## config.mk

```make
export PLATFORM = sky130hd
export DESIGN_NAME = mdu_iter_flat
export DESIGN_NICKNAME = d
export VERILOG_FILES = /design/src/rtl/mdu_iter_pkg.sv /design/src/rtl/mdu_iter_if.sv /design/src/rtl/mdu_divstep.sv /design/src/rtl/mdu_iter.sv /design/src/flat_wrapper.sv
export SDC_FILE = /design/constraint.sdc
export NUM_CORES = 2
export LEC_CHECK = 0
export CAP_MARGIN = 15
export CELL_PAD_IN_SITES_DETAIL_PLACEMENT = 1
export CELL_PAD_IN_SITES_GLOBAL_PLACEMENT = 2
export CORE_MARGIN = 5
export CORE_UTILIZATION = 38
export DETAILED_ROUTE_END_ITERATION = 7
export MAX_ROUTING_LAYER = met4
export PLACE_DENSITY = 0.93
export SLEW_MARGIN = 20
export SYNTH_ARGS = -nofsm -noshare
export SYNTH_HDL_FRONTEND = slang
export SYNTH_SLANG_ARGS = --single-unit
export TNS_END_PERCENT = 1
```

## constraint.sdc

```tcl
create_clock -name clk -period 15.4 [get_ports clk]
set_input_delay 2.31 -clock clk [delete_from_list [all_inputs] [get_ports clk]]
set_output_delay 2.31 -clock clk [all_outputs]
set_load 0.005 [all_outputs]
```

## src/rtl/mdu_iter_pkg.sv

```systemverilog
// Shared decode/execute types for the iterative multiply/divide unit.
// Other pipe stages use is_mdu_op() to steer ops and detect MDU hazards.
package mdu_iter_pkg;
    localparam int MDU_XLEN      = 64;
    localparam int MDU_STEP_BITS = 1;
    localparam int MDU_ITERS     = MDU_XLEN / MDU_STEP_BITS;

    typedef enum logic [4:0] {
        OP_NOP, OP_ADD, OP_SUB, OP_AND, OP_OR, OP_XOR, OP_SLL, OP_SRL,
        OP_SRA, OP_LD, OP_ST, OP_BR,
        OP_MUL, OP_MULW, OP_DIV, OP_DIVU, OP_DIVW, OP_DIVUW,
        OP_MOD, OP_MODU, OP_MODW, OP_MODUW
    } decode_op_t;

    typedef enum logic [1:0] {IDLE, MUL, DIV, DONE} mdu_state_t;

    function automatic logic is_mdu_op(input decode_op_t op);
        return op inside {OP_MUL, OP_MULW, OP_DIV, OP_DIVU, OP_DIVW, OP_DIVUW,
                          OP_MOD, OP_MODU, OP_MODW, OP_MODUW};
    endfunction
endpackage

```

## src/rtl/mdu_iter_if.sv

```systemverilog
// Operand/result handshake between execute and the iterative MDU.
// master = execute stage driving ops; slave = the MDU.
interface mdu_iter_if;
    import mdu_iter_pkg::*;

    logic        in_valid;
    logic        in_ready;
    decode_op_t  op;
    logic [63:0] srca;
    logic [63:0] srcb;
    logic        out_valid;
    logic        out_ready;
    logic [63:0] result;
    logic        busy;

    modport master (
        output in_valid, op, srca, srcb, out_ready,
        input  in_ready, out_valid, result, busy
    );

    modport slave (
        input  in_valid, op, srca, srcb, out_ready,
        output in_ready, out_valid, result, busy
    );
endinterface

```

## src/rtl/mdu_divstep.sv

```systemverilog
// Combinational restoring-division step(s) on a {rem,quot} shift register, MSB first.
// No state; one call retires STEP_BITS quotient bits.
module mdu_divstep #(
    parameter int XLEN      = 64,
    parameter int STEP_BITS = 1
) (
    input  logic [2*XLEN-1:0] rq,
    input  logic [XLEN-1:0]   dvsr,
    output logic [2*XLEN-1:0] rq_nxt
);
    logic [XLEN:0] r2;
    logic [XLEN:0] diff;

    // rem < dvsr always holds, so the shifted remainder fits in XLEN+1 bits
    // and diff's top bit is a clean borrow flag.
    always_comb begin
        rq_nxt = rq;
        r2     = '0;
        diff   = '0;
        for (int i = 0; i < STEP_BITS; i++) begin
            r2   = rq_nxt[2*XLEN-1:XLEN-1];
            diff = r2 - {1'b0, dvsr};
            if (!diff[XLEN])
                rq_nxt = {diff[XLEN-1:0], rq_nxt[XLEN-2:0], 1'b1};
            else
                rq_nxt = {r2[XLEN-1:0], rq_nxt[XLEN-2:0], 1'b0};
        end
    end
endmodule

```

## src/rtl/mdu_iter.sv

```systemverilog
// Iterative RV64M multiply/divide: ITERS+1 cycles per op, 1 cycle for div-by-zero/overflow.
// Accepts only in IDLE; holds result in DONE until out_ready.
module mdu_iter
    import mdu_iter_pkg::*;
#(
    parameter int XLEN      = 64,
    parameter int STEP_BITS = 1
) (
    input  logic       clk,
    input  logic       reset,
    input  logic       flush,
    mdu_iter_if.slave  io
);
    localparam int ITERS = XLEN / STEP_BITS;
    localparam int CW    = $clog2(ITERS);
    localparam int H     = XLEN / 2;

    localparam logic [1:0] ST_IDLE = IDLE;
    localparam logic [1:0] ST_MUL  = MUL;
    localparam logic [1:0] ST_DIV  = DIV;
    localparam logic [1:0] ST_DONE = DONE;

    logic [1:0]        state;
    logic [CW-1:0]     cnt;
    logic [2*XLEN-1:0] rq;      // div: {rem,quot}; mul: {acc,multiplier}
    logic [XLEN-1:0]   dvsr;    // div: divisor magnitude; mul: shifted multiplicand
    logic              neg_q, neg_r, is_w, is_rem;
    logic [XLEN-1:0]   result;

    function automatic logic [XLEN-1:0] wext(input logic [XLEN-1:0] v, input logic w);
        return w ? {{H{v[H-1]}}, v[H-1:0]} : v;
    endfunction

    logic            op_mul, op_w, op_uw, op_sgn, op_rem;
    logic [XLEN-1:0] a_x, b_x, a_mag, b_mag, spec_val;
    logic            a_neg, b_neg, div0, ovf, special;

    assign op_mul = io.op inside {OP_MUL, OP_MULW};
    assign op_w   = io.op inside {OP_MULW, OP_DIVW, OP_DIVUW, OP_MODW, OP_MODUW};
    assign op_uw  = io.op inside {OP_DIVUW, OP_MODUW};
    assign op_sgn = io.op inside {OP_DIV, OP_DIVW, OP_MOD, OP_MODW};
    assign op_rem = io.op inside {OP_MOD, OP_MODU, OP_MODW, OP_MODUW};

    assign a_x = !op_w ? io.srca : op_uw ? {{H{1'b0}}, io.srca[H-1:0]}
                                         : {{H{io.srca[H-1]}}, io.srca[H-1:0]};
    assign b_x = !op_w ? io.srcb : op_uw ? {{H{1'b0}}, io.srcb[H-1:0]}
                                         : {{H{io.srcb[H-1]}}, io.srcb[H-1:0]};

    assign a_neg = op_sgn & a_x[XLEN-1];
    assign b_neg = op_sgn & b_x[XLEN-1];
    assign a_mag = a_neg ? -a_x : a_x;
    assign b_mag = b_neg ? -b_x : b_x;

    assign div0 = (b_x == '0);
    assign ovf  = op_sgn && (op_w ? (a_x[H-1:0] == {1'b1, {(H-1){1'b0}}} && b_x[H-1:0] == '1)
                                  : (a_x == {1'b1, {(XLEN-1){1'b0}}} && b_x == '1));
    assign special  = !op_mul && (div0 || ovf);
    assign spec_val = op_rem ? (div0 ? a_x : '0) : (div0 ? '1 : a_x);

    logic [XLEN-1:0] acc_n, mp_n, mc_n;
    always_comb begin
        acc_n = rq[2*XLEN-1:XLEN];
        mp_n  = rq[XLEN-1:0];
        mc_n  = dvsr;
        for (int i = 0; i < STEP_BITS; i++) begin
            if (mp_n[0])
                acc_n = acc_n + mc_n;
            mc_n = mc_n << 1;
            mp_n = mp_n >> 1;
        end
    end

    logic [2*XLEN-1:0] rq_div;
    mdu_divstep #(.XLEN(XLEN), .STEP_BITS(STEP_BITS)) u_divstep (
        .rq     (rq),
        .dvsr   (dvsr),
        .rq_nxt (rq_div)
    );

    logic [XLEN-1:0] q_fin, r_fin, div_res;
    assign q_fin   = rq_div[XLEN-1:0];
    assign r_fin   = rq_div[2*XLEN-1:XLEN];
    assign div_res = is_rem ? (neg_r ? -r_fin : r_fin) : (neg_q ? -q_fin : q_fin);

    always_ff @(posedge clk) begin
        if (reset) begin
            state  <= ST_IDLE;
            cnt    <= '0;
            rq     <= '0;
            dvsr   <= '0;
            neg_q  <= 1'b0;
            neg_r  <= 1'b0;
            is_w   <= 1'b0;
            is_rem <= 1'b0;
            result <= '0;
        end else if (flush) begin
            state <= ST_IDLE;
        end else begin
            case (state)
                ST_IDLE: if (io.in_valid) begin
                    cnt    <= CW'(ITERS - 1);
                    is_w   <= op_w;
                    is_rem <= op_rem;
                    neg_q  <= a_neg ^ b_neg;
                    neg_r  <= a_neg;
                    if (op_mul) begin
                        rq    <= {{XLEN{1'b0}}, b_x};
                        dvsr  <= a_x;
                        state <= ST_MUL;
                    end else if (special) begin
                        result <= wext(spec_val, op_w);
                        state  <= ST_DONE;
                    end else begin
                        rq    <= {{XLEN{1'b0}}, a_mag};
                        dvsr  <= b_mag;
                        state <= ST_DIV;
                    end
                end
                ST_MUL: begin
                    rq   <= {acc_n, mp_n};
                    dvsr <= mc_n;
                    cnt  <= cnt - 1'b1;
                    if (cnt == '0) begin
                        result <= wext(acc_n, is_w);
                        state  <= ST_DONE;
                    end
                end
                ST_DIV: begin
                    rq  <= rq_div;
                    cnt <= cnt - 1'b1;
                    if (cnt == '0) begin
                        result <= wext(div_res, is_w);
                        state  <= ST_DONE;
                    end
                end
                default: if (io.out_ready) state <= ST_IDLE;
            endcase
        end
    end

    assign io.in_ready  = (state == ST_IDLE);
    assign io.out_valid = (state == ST_DONE);
    assign io.busy      = (state != ST_IDLE);
    assign io.result    = result;
endmodule

```

## src/flat_wrapper.sv

```systemverilog
// flat-port wrapper written by rule: the top's interface ports become plain ports
module mdu_iter_flat import mdu_iter_pkg::*;
#(
    parameter int XLEN      = 64,
    parameter int STEP_BITS = 1
)
  (clk, reset, flush, io_in_valid, io_op, io_srca, io_srcb, io_out_ready, io_in_ready, io_out_valid, io_result, io_busy);
  mdu_iter_if io_i ();
  input  logic clk;
  input  logic reset;
  input  logic flush;
  input wire logic [$bits(io_i.in_valid)-1:0] io_in_valid;
  input wire logic [$bits(io_i.op)-1:0] io_op;
  input wire logic [$bits(io_i.srca)-1:0] io_srca;
  input wire logic [$bits(io_i.srcb)-1:0] io_srcb;
  input wire logic [$bits(io_i.out_ready)-1:0] io_out_ready;
  output wire logic [$bits(io_i.in_ready)-1:0] io_in_ready;
  output wire logic [$bits(io_i.out_valid)-1:0] io_out_valid;
  output wire logic [$bits(io_i.result)-1:0] io_result;
  output wire logic [$bits(io_i.busy)-1:0] io_busy;
  assign io_i.in_valid = io_in_valid;
  assign io_i.op = io_op;
  assign io_i.srca = io_srca;
  assign io_i.srcb = io_srcb;
  assign io_i.out_ready = io_out_ready;
  assign io_in_ready = io_i.in_ready;
  assign io_out_valid = io_i.out_valid;
  assign io_result = io_i.result;
  assign io_busy = io_i.busy;
  mdu_iter #(.XLEN(XLEN), .STEP_BITS(STEP_BITS)) u_core (.clk(clk), .reset(reset), .flush(flush), .io(io_i));
endmodule
```

# [Word-level counts from Yosys, hierarchy flattened]
# Index checks and enable logic that the tools add are counted.
[word_totals] elab_cells=110 regBits=268
[classes] bitwise=4 add_sub_neg=7 n_mux=40 reduce_logical=27 n_eq_ne=23
[ops] operator="64-bit two-way mux" count=24
[ops] operator="128-bit two-way mux" count=4
[ops] operator="128-bit case mux with 3 select lines" count=1
[ops] operator="64-bit negation" count=4
[ops] operator="64-bit case mux with 3 select lines" count=1
[ops] operator="64-bit == test, second input constant" count=2
[ops] operator="64-bit case mux with 2 select lines" count=1
[ops] operator="65-bit by 64-bit subtractor with 65-bit output" count=1
[ops] operator="64-bit adder" count=1
[ops] operator="32-bit == test, second input constant" count=2
[ops] operator="64-bit logical NOT" count=1
[ops] operator="5-bit == test, second input constant" count=6
[ops] operator="5-bit by 4-bit == test with 1-bit output, second input constant" count=3
[ops] operator="6-bit case mux with 2 select lines" count=1
[ops] operator="2-bit nonzero test" count=5
[ops] operator="3-bit AND reduction" count=3
[ops] operator="2-bit two-way mux" count=4
[ops] operator="2-bit by 1-bit inequality test with 1-bit output, second input constant" count=4
[ops] operator="4-bit AND reduction" count=2
[ops] operator="4-bit nonzero test" count=2
[ops] operator="7-bit AND reduction" count=1
[ops] operator="6-bit logical NOT" count=1
[ops] operator="6-bit two-way mux" count=1
[ops] operator="3-bit nonzero test" count=2
[ops] operator="16 further kinds" count=24

# [Longest topological paths before layout]
[logic_depth] ltp_word=14 ltp_mapped=32

# [By module]
# A second synthesis with hierarchy kept.
[hier_totals] cells_unflattened=4636 hier_area_um2=31366.3
[modules_own_cells] mod="mdu_iter" area_each_um2=26167.6 instances=1 cells_each=3778 seq_area_each_um2=5365.1
[modules_own_cells] mod="mdu_divstep" area_each_um2=5198.7 instances=1 cells_each=858 seq_area_each_um2=0.0

# [Least setup slack after synthesis]
# Ideal clock, no wire load.
[synth_path] path_type="flip-flop to flip-flop" from="register u_core.rq[63]" to="register u_core.result[60] (netlist: u_core.io.result[60])" path_slack_ns=8.803 setup_time_ns=0.070 stages_incl_launch_ff=30 t_arrival_ns=6.527 path_cell_list="dfxtp_1 -> inv_1 -> ha_1 -> fa_1 -> nor2b_2 -> o2111ai_2 -> a211oi_2 -> nor2_2 -> a2111oi_4 -> o2111a_1 -> buf_6 -> nor3_4 -> inv_2 -> buf_4 -> buf_4 -> buf_2 -> buf_2 -> buf_2 -> o21ai_0 -> inv_1 -> ha_1 -> o2111ai_1 -> or4_1 -> or4_1 -> mux2_2 -> nor4_2 -> nand3_1 -> o211a_1 -> or4_1 -> a21oi_1"
[synth_via] elab_chain_cells=8
[synth_rtl] element="from (decl)" line_no="mdu_iter.sv:25" rtl="logic [2*XLEN-1:0] rq;"
[synth_rtl] element="from (signal assigned)" line_no="mdu_iter.sv:107" rtl="rq <= {{XLEN{1'b0}}, b_x};"
[synth_rtl] element="from (signal assigned)" line_no="mdu_iter.sv:114" rtl="rq <= {{XLEN{1'b0}}, a_mag};"
[synth_rtl] element="from (signal assigned)" line_no="mdu_iter.sv:120" rtl="rq <= {acc_n, mp_n};"
[synth_rtl] element="65-bit by 64-bit subtractor with 65-bit output" line_no="mdu_divstep.sv:22" rtl="diff = r2 - {1'b0, dvsr};"
[synth_rtl] element="128-bit two-way mux (*)" line_no="mdu_divstep.sv:23" rtl="if (!diff[XLEN])"
[synth_rtl] element="64-bit negation" line_no="mdu_iter.sv:83" rtl="assign div_res = is_rem ? (neg_r ? -r_fin : r_fin) : (neg_q ? -q_fin : q_fin);"
[synth_rtl] element="64-bit two-way mux" line_no="mdu_iter.sv:83"
[synth_rtl] element="64-bit two-way mux (*)" line_no="mdu_iter.sv:83"
[synth_rtl] element="64-bit two-way mux (*)" line_no="mdu_iter.sv:31" rtl="return w ? {{H{v[H-1]}}, v[H-1:0]} : v;"
[synth_rtl] element="64-bit two-way mux (*)" line_no="mdu_iter.sv:131" rtl="if (cnt == '0) begin"
[synth_rtl] element="64-bit case mux with 3 select lines (*)" line_no="mdu_iter.sv:99" rtl="case (state)"
[synth_rtl] element="to (signal assigned)" line_no="mdu_iter.sv:111" rtl="result <= wext(spec_val, op_w);"
[synth_rtl] element="to (signal assigned)" line_no="mdu_iter.sv:124" rtl="result <= wext(acc_n, is_w);"
[synth_rtl] element="to (signal assigned)" line_no="mdu_iter.sv:132" rtl="result <= wext(div_res, is_w);"
[synth_rtl] element="to (decl)" line_no="mdu_iter.sv:28" rtl="logic [XLEN-1:0] result;"
# Mark *: on every way between the ends. The rest lies on a longest branch, timed or not. The select of a mux whose other input is x is not followed.
# A chain may end at the register's enable or synchronous reset.

# [Final worst setup path]
[layout_path] from="register u_core.rq[63]" to="register u_core.result[54] (netlist: u_core.io.result[54])"
# Same word-level chain as after synthesis.

==> results.md <==
* Die Wd at 306 um
* Hpwl dp at 129 mm
* Post-synthesis simple-gate area fraction at 25.0%
* Rows at 108
* Ant. Diodes at 0
* Period utilisation layout at 54.4%
* Mux share of post-synthesis cell area at 3.73%
* R2r startpoint: u_core.rq[63]
* Nets at 5,079
* GRT overflow at 0
* Mapped Cells at 4,872
* Synth async-reset ratio at 0%
* Seq/Total Area, Yosys at 16.1%
* CTS max path bufs at 3
* Slew Viols, Final at 0
* Largest family of logic cells by synthesized area: compound AO/OA/AOI/OAI gates
* CP Launch Type: flip-flop
* Layout cells sized above 1 at 5.66%
* Fin. Hold Viols at 0
* EDFF count, synth at 0
* Routability Congestion at 1.00
* Post-CTS Setup Inserts at 0
* Peak supply drop at 0.0000586 V
* Max Clk Rate at 119 MHz
* Net Sw Power at 0.00106 W
* Post-place setup slack at 6.74 ns
* Worst Hold Class: reg2reg
* Largest net degree at the start of global routing at 118
* I/O pin count at 205
* Final setup violation count at 0
* Synth cell types at 112
* Lkg Pwr at 13.6 nW
* Minimum clock period after layout at 8.37 ns
* Die area at 0.0937 sq mm
* Sequential Power Share at 30.5%
* Cell-internal power at 0.00153 W
* Compound-cell area share of the yosys netlist at 36.4%
* GRT Total Usage at 34.4%
* Max cap viols at 0
* Via density per instance at 6.80
* Hold Crit Start: u_core.io.result[11]
* Synthesis-stage register bit count at 268
* Clock share of power at 34.2%
* Slew @ Worst Pin at 1.38 ns
* CTS root buf: clkbuf_16
* Number of iterations in the first detailed-routing pass at 5
* CTS tree: yes
* Clock sink total at 268
* Leading register cell type out of synthesis: dfxtp_1
* Post-synth net total at 5,150
* # DRC at 0
* Sw frac at 41.0%
* Netlist Area Pre-Place at 0.0333 sq mm
* WP data required at 15.86 ns
* Hold_buf cts at 0
* CP Class: reg2reg
* Status: completed
* Syn Area/Cell at 6.84 sq um
* Die height at 306 um
* Slew headroom at 7.35%
* Tot Pwr at 0.00259 W
* Total power per unit cell area at 69.8 mW/mm^2
* Clock-pin transition on the worst setup and hold timing paths at 0.07 ns
* Fill count at 11,100
* Antenna Nets Post-Route at 0
* Worst EP arrival at 8.84 ns
* WL/cell at 28.0 um
* Final WL at 167 mm
* Unrepaired setup endpoints after global routing: false
* Starting density of the core at 38.3%
* Origin of the worst setup path: u_core.rq[63]
* First-pass GRT wire length at 247 mm
* Syn-to-layout area delta at 11.4%
* CTS resizes at 0
* Setup_tns at 0 ns
* Latest clock arrival within the worst-skew pair at 0.58 ns
* Htree depth at 2
* DRT iter0 DRCs at 5,191
* Warnings from Yosys at 0
* CP Capture Type: flip-flop
* Maximum fanout along the worst path at 39
* DR vias at 40,700
* Setup ws final at 7.03 ns
* Buffers added on ports at 204
* Part of the power in combinational logic at 35.3%
* Post-Synth Adder-Cell Area at 5.84%
* Core Box Area at 0.0869 sq mm
* Initial antenna violation count at 8
* Worst Skew at 0.0206 ns
* Post-Synth XOR/XNOR Area at 6.70%
* Vias in the first global route at 38,100
* CTS buffer count at 36
-- worst max-delay path: stages (launching register included) --
cell	delay, ns
dfxtp_1	0.47
inv_1	0.13
ha_1	0.24
fa_1	0.46
nor2b_2	0.31
o2111ai_2	0.22
a211oi_2	0.26
nor2_2	0.15
a2111oi_4	0.65
o2111a_1	0.74
nor3_4	0.10
clkinv_2	0.58
o21ai_0	0.27
inv_1	0.10
ha_1	0.26
o2111ai_1	0.24
nor4_1	0.62
nand4_1	0.19
a211oi_1	0.96
nand3_1	0.43
or4_1	0.63
nand3_1	0.11
o21ai_1	0.09
-- power by group through the flow --
stage	combinational (W)	sequential [W]	clock [W]
after global routing	0.000965	0.000792	0.000908
after floorplan	0.000552	0.000770	0
after global placement	0.000859	0.000800	0
after detailed placement	0.000871	0.000801	0
final	0.000914	0.000789	0.000884
after CTS	0.000877	0.000786	0.000883
-- metal layers --
layer | wire, um | GRT usage (%)
met1 | 74500 | 49.2
met2 | 69600 | 49.2
met3 | 17700 | 6.73
met4 | 5550 | 9.56
met5 | 0 | -
-- per-stage QoR --
step	util, %	cell area (sq um)	hold slack (ns)	instances
finish	42.7	37100	0.458	5980
global route	42.7	37100	0.479	5980
floorplan	-	33300	0.436	4872
detailed placement	41.3	35900	0.450	5918
CTS	42.6	37000	0.458	5980
global placement	41.3	35900	0.443	5918
-- state kept, by name, summed over array words and instances (netlist names) --
register and count:
u_core.neg_r 1, u_core.dvsr 64, u_core.is_w 1, u_core.is_rem 1, u_core.neg_q 1, u_core.rq 128, u_core.io.result 64, u_core.state 2
u_core.cnt 6
-- final cells by class --
type	count	area, sq um	share of cell area (%)
clock buffers	48	1010	2.72
clock inverters	14	158	0.425
inverters	127	478	1.29
multi-input cells	4099	26100	70.3
flip-flops and latches	268	5370	14.5
well taps	1155	1450	3.90
repair buffers	269	2550	6.86
-- worst paths after layout --
check	slack, ns	cells after the start	end
worst max-delay path	7.03	22	u_core.io.result[54]
worst min-delay path	0.46	2	u_core.io.result[11]
worst max register to register	7.03	22	u_core.io.result[54]
worst min register to register	0.46	2	u_core.io.result[11]
-- cells in the final DEF, fill, tap and decap left out, drive strengths merged, types with 33 or more instances in the layout --
| cell | instances |
|---|---|
| o21ai | 351 |
| a31oi | 33 |
| a221oi | 68 |
| clkdlybuf4s50 | 203 |
| nor2 | 576 |
| nand4 | 72 |
| dfxtp | 268 |
| mux2 | 40 |
| a21oi | 503 |
| inv | 128 |
| clkbuf | 49 |
| a211oi | 248 |
| buf | 65 |
| nand2 | 442 |
| xnor2 | 127 |
| mux2i | 77 |
| o211ai | 64 |
| o31ai | 67 |
| a22oi | 53 |
| nor4 | 71 |
| xor2 | 128 |
| nor3 | 179 |
| nand2b | 34 |
| or3 | 60 |
| ha | 138 |
| or4 | 48 |
| nand3 | 86 |
| a21o | 90 |
-- synth_stat cells, types with 25 or more instances --
master    count  share of area (%)
nor2_1      574                6.5
a21oi_1     499                7.5
nand2_1     442                5.0
o21ai_0     338                5.1
clkbuf_1    277                3.1
dfxtp_1     268                 16
a211oi_1    246                5.5
nor3_1      177                2.7
ha_1        138                5.2
xor2_1      128                3.4
xnor2_1     127                3.3
inv_1       125                1.4
a21o_1       89                2.0
nand3_1      86                1.3
mux2i_1      77                2.3
nand4_1      72                1.4
o31ai_1      67                1.5
a221oi_1     65                1.7
nor4_1       65                1.2
o211ai_1     64                1.4
or3_1        59                1.1
a22oi_1      52                1.2
buf_2        51               0.77
or4_1        46                1.0
mux2_2       39                1.3
nand2b_1     34               0.64
a31oi_1      33               0.62
o21a_1       31               0.70
and2_1       30               0.56
a311oi_1     28               0.74
buf_1        28               0.32
nor2b_1      27               0.51
o41ai_1      27               0.71
o21bai_1     25               0.56
or2_2        25               0.47
-- kinds of logic after synthesis --
logic type | Yosys count
buffers and inverters | 505
adders and majority gates | 158
muxes | 118
DFF | 268
xor gates and xnor gates | 255
AOI/OAI and AO/OA | 1825
and+or+nand+nor | 1743
No activity file was read; power rests on OpenSTA's default activity.
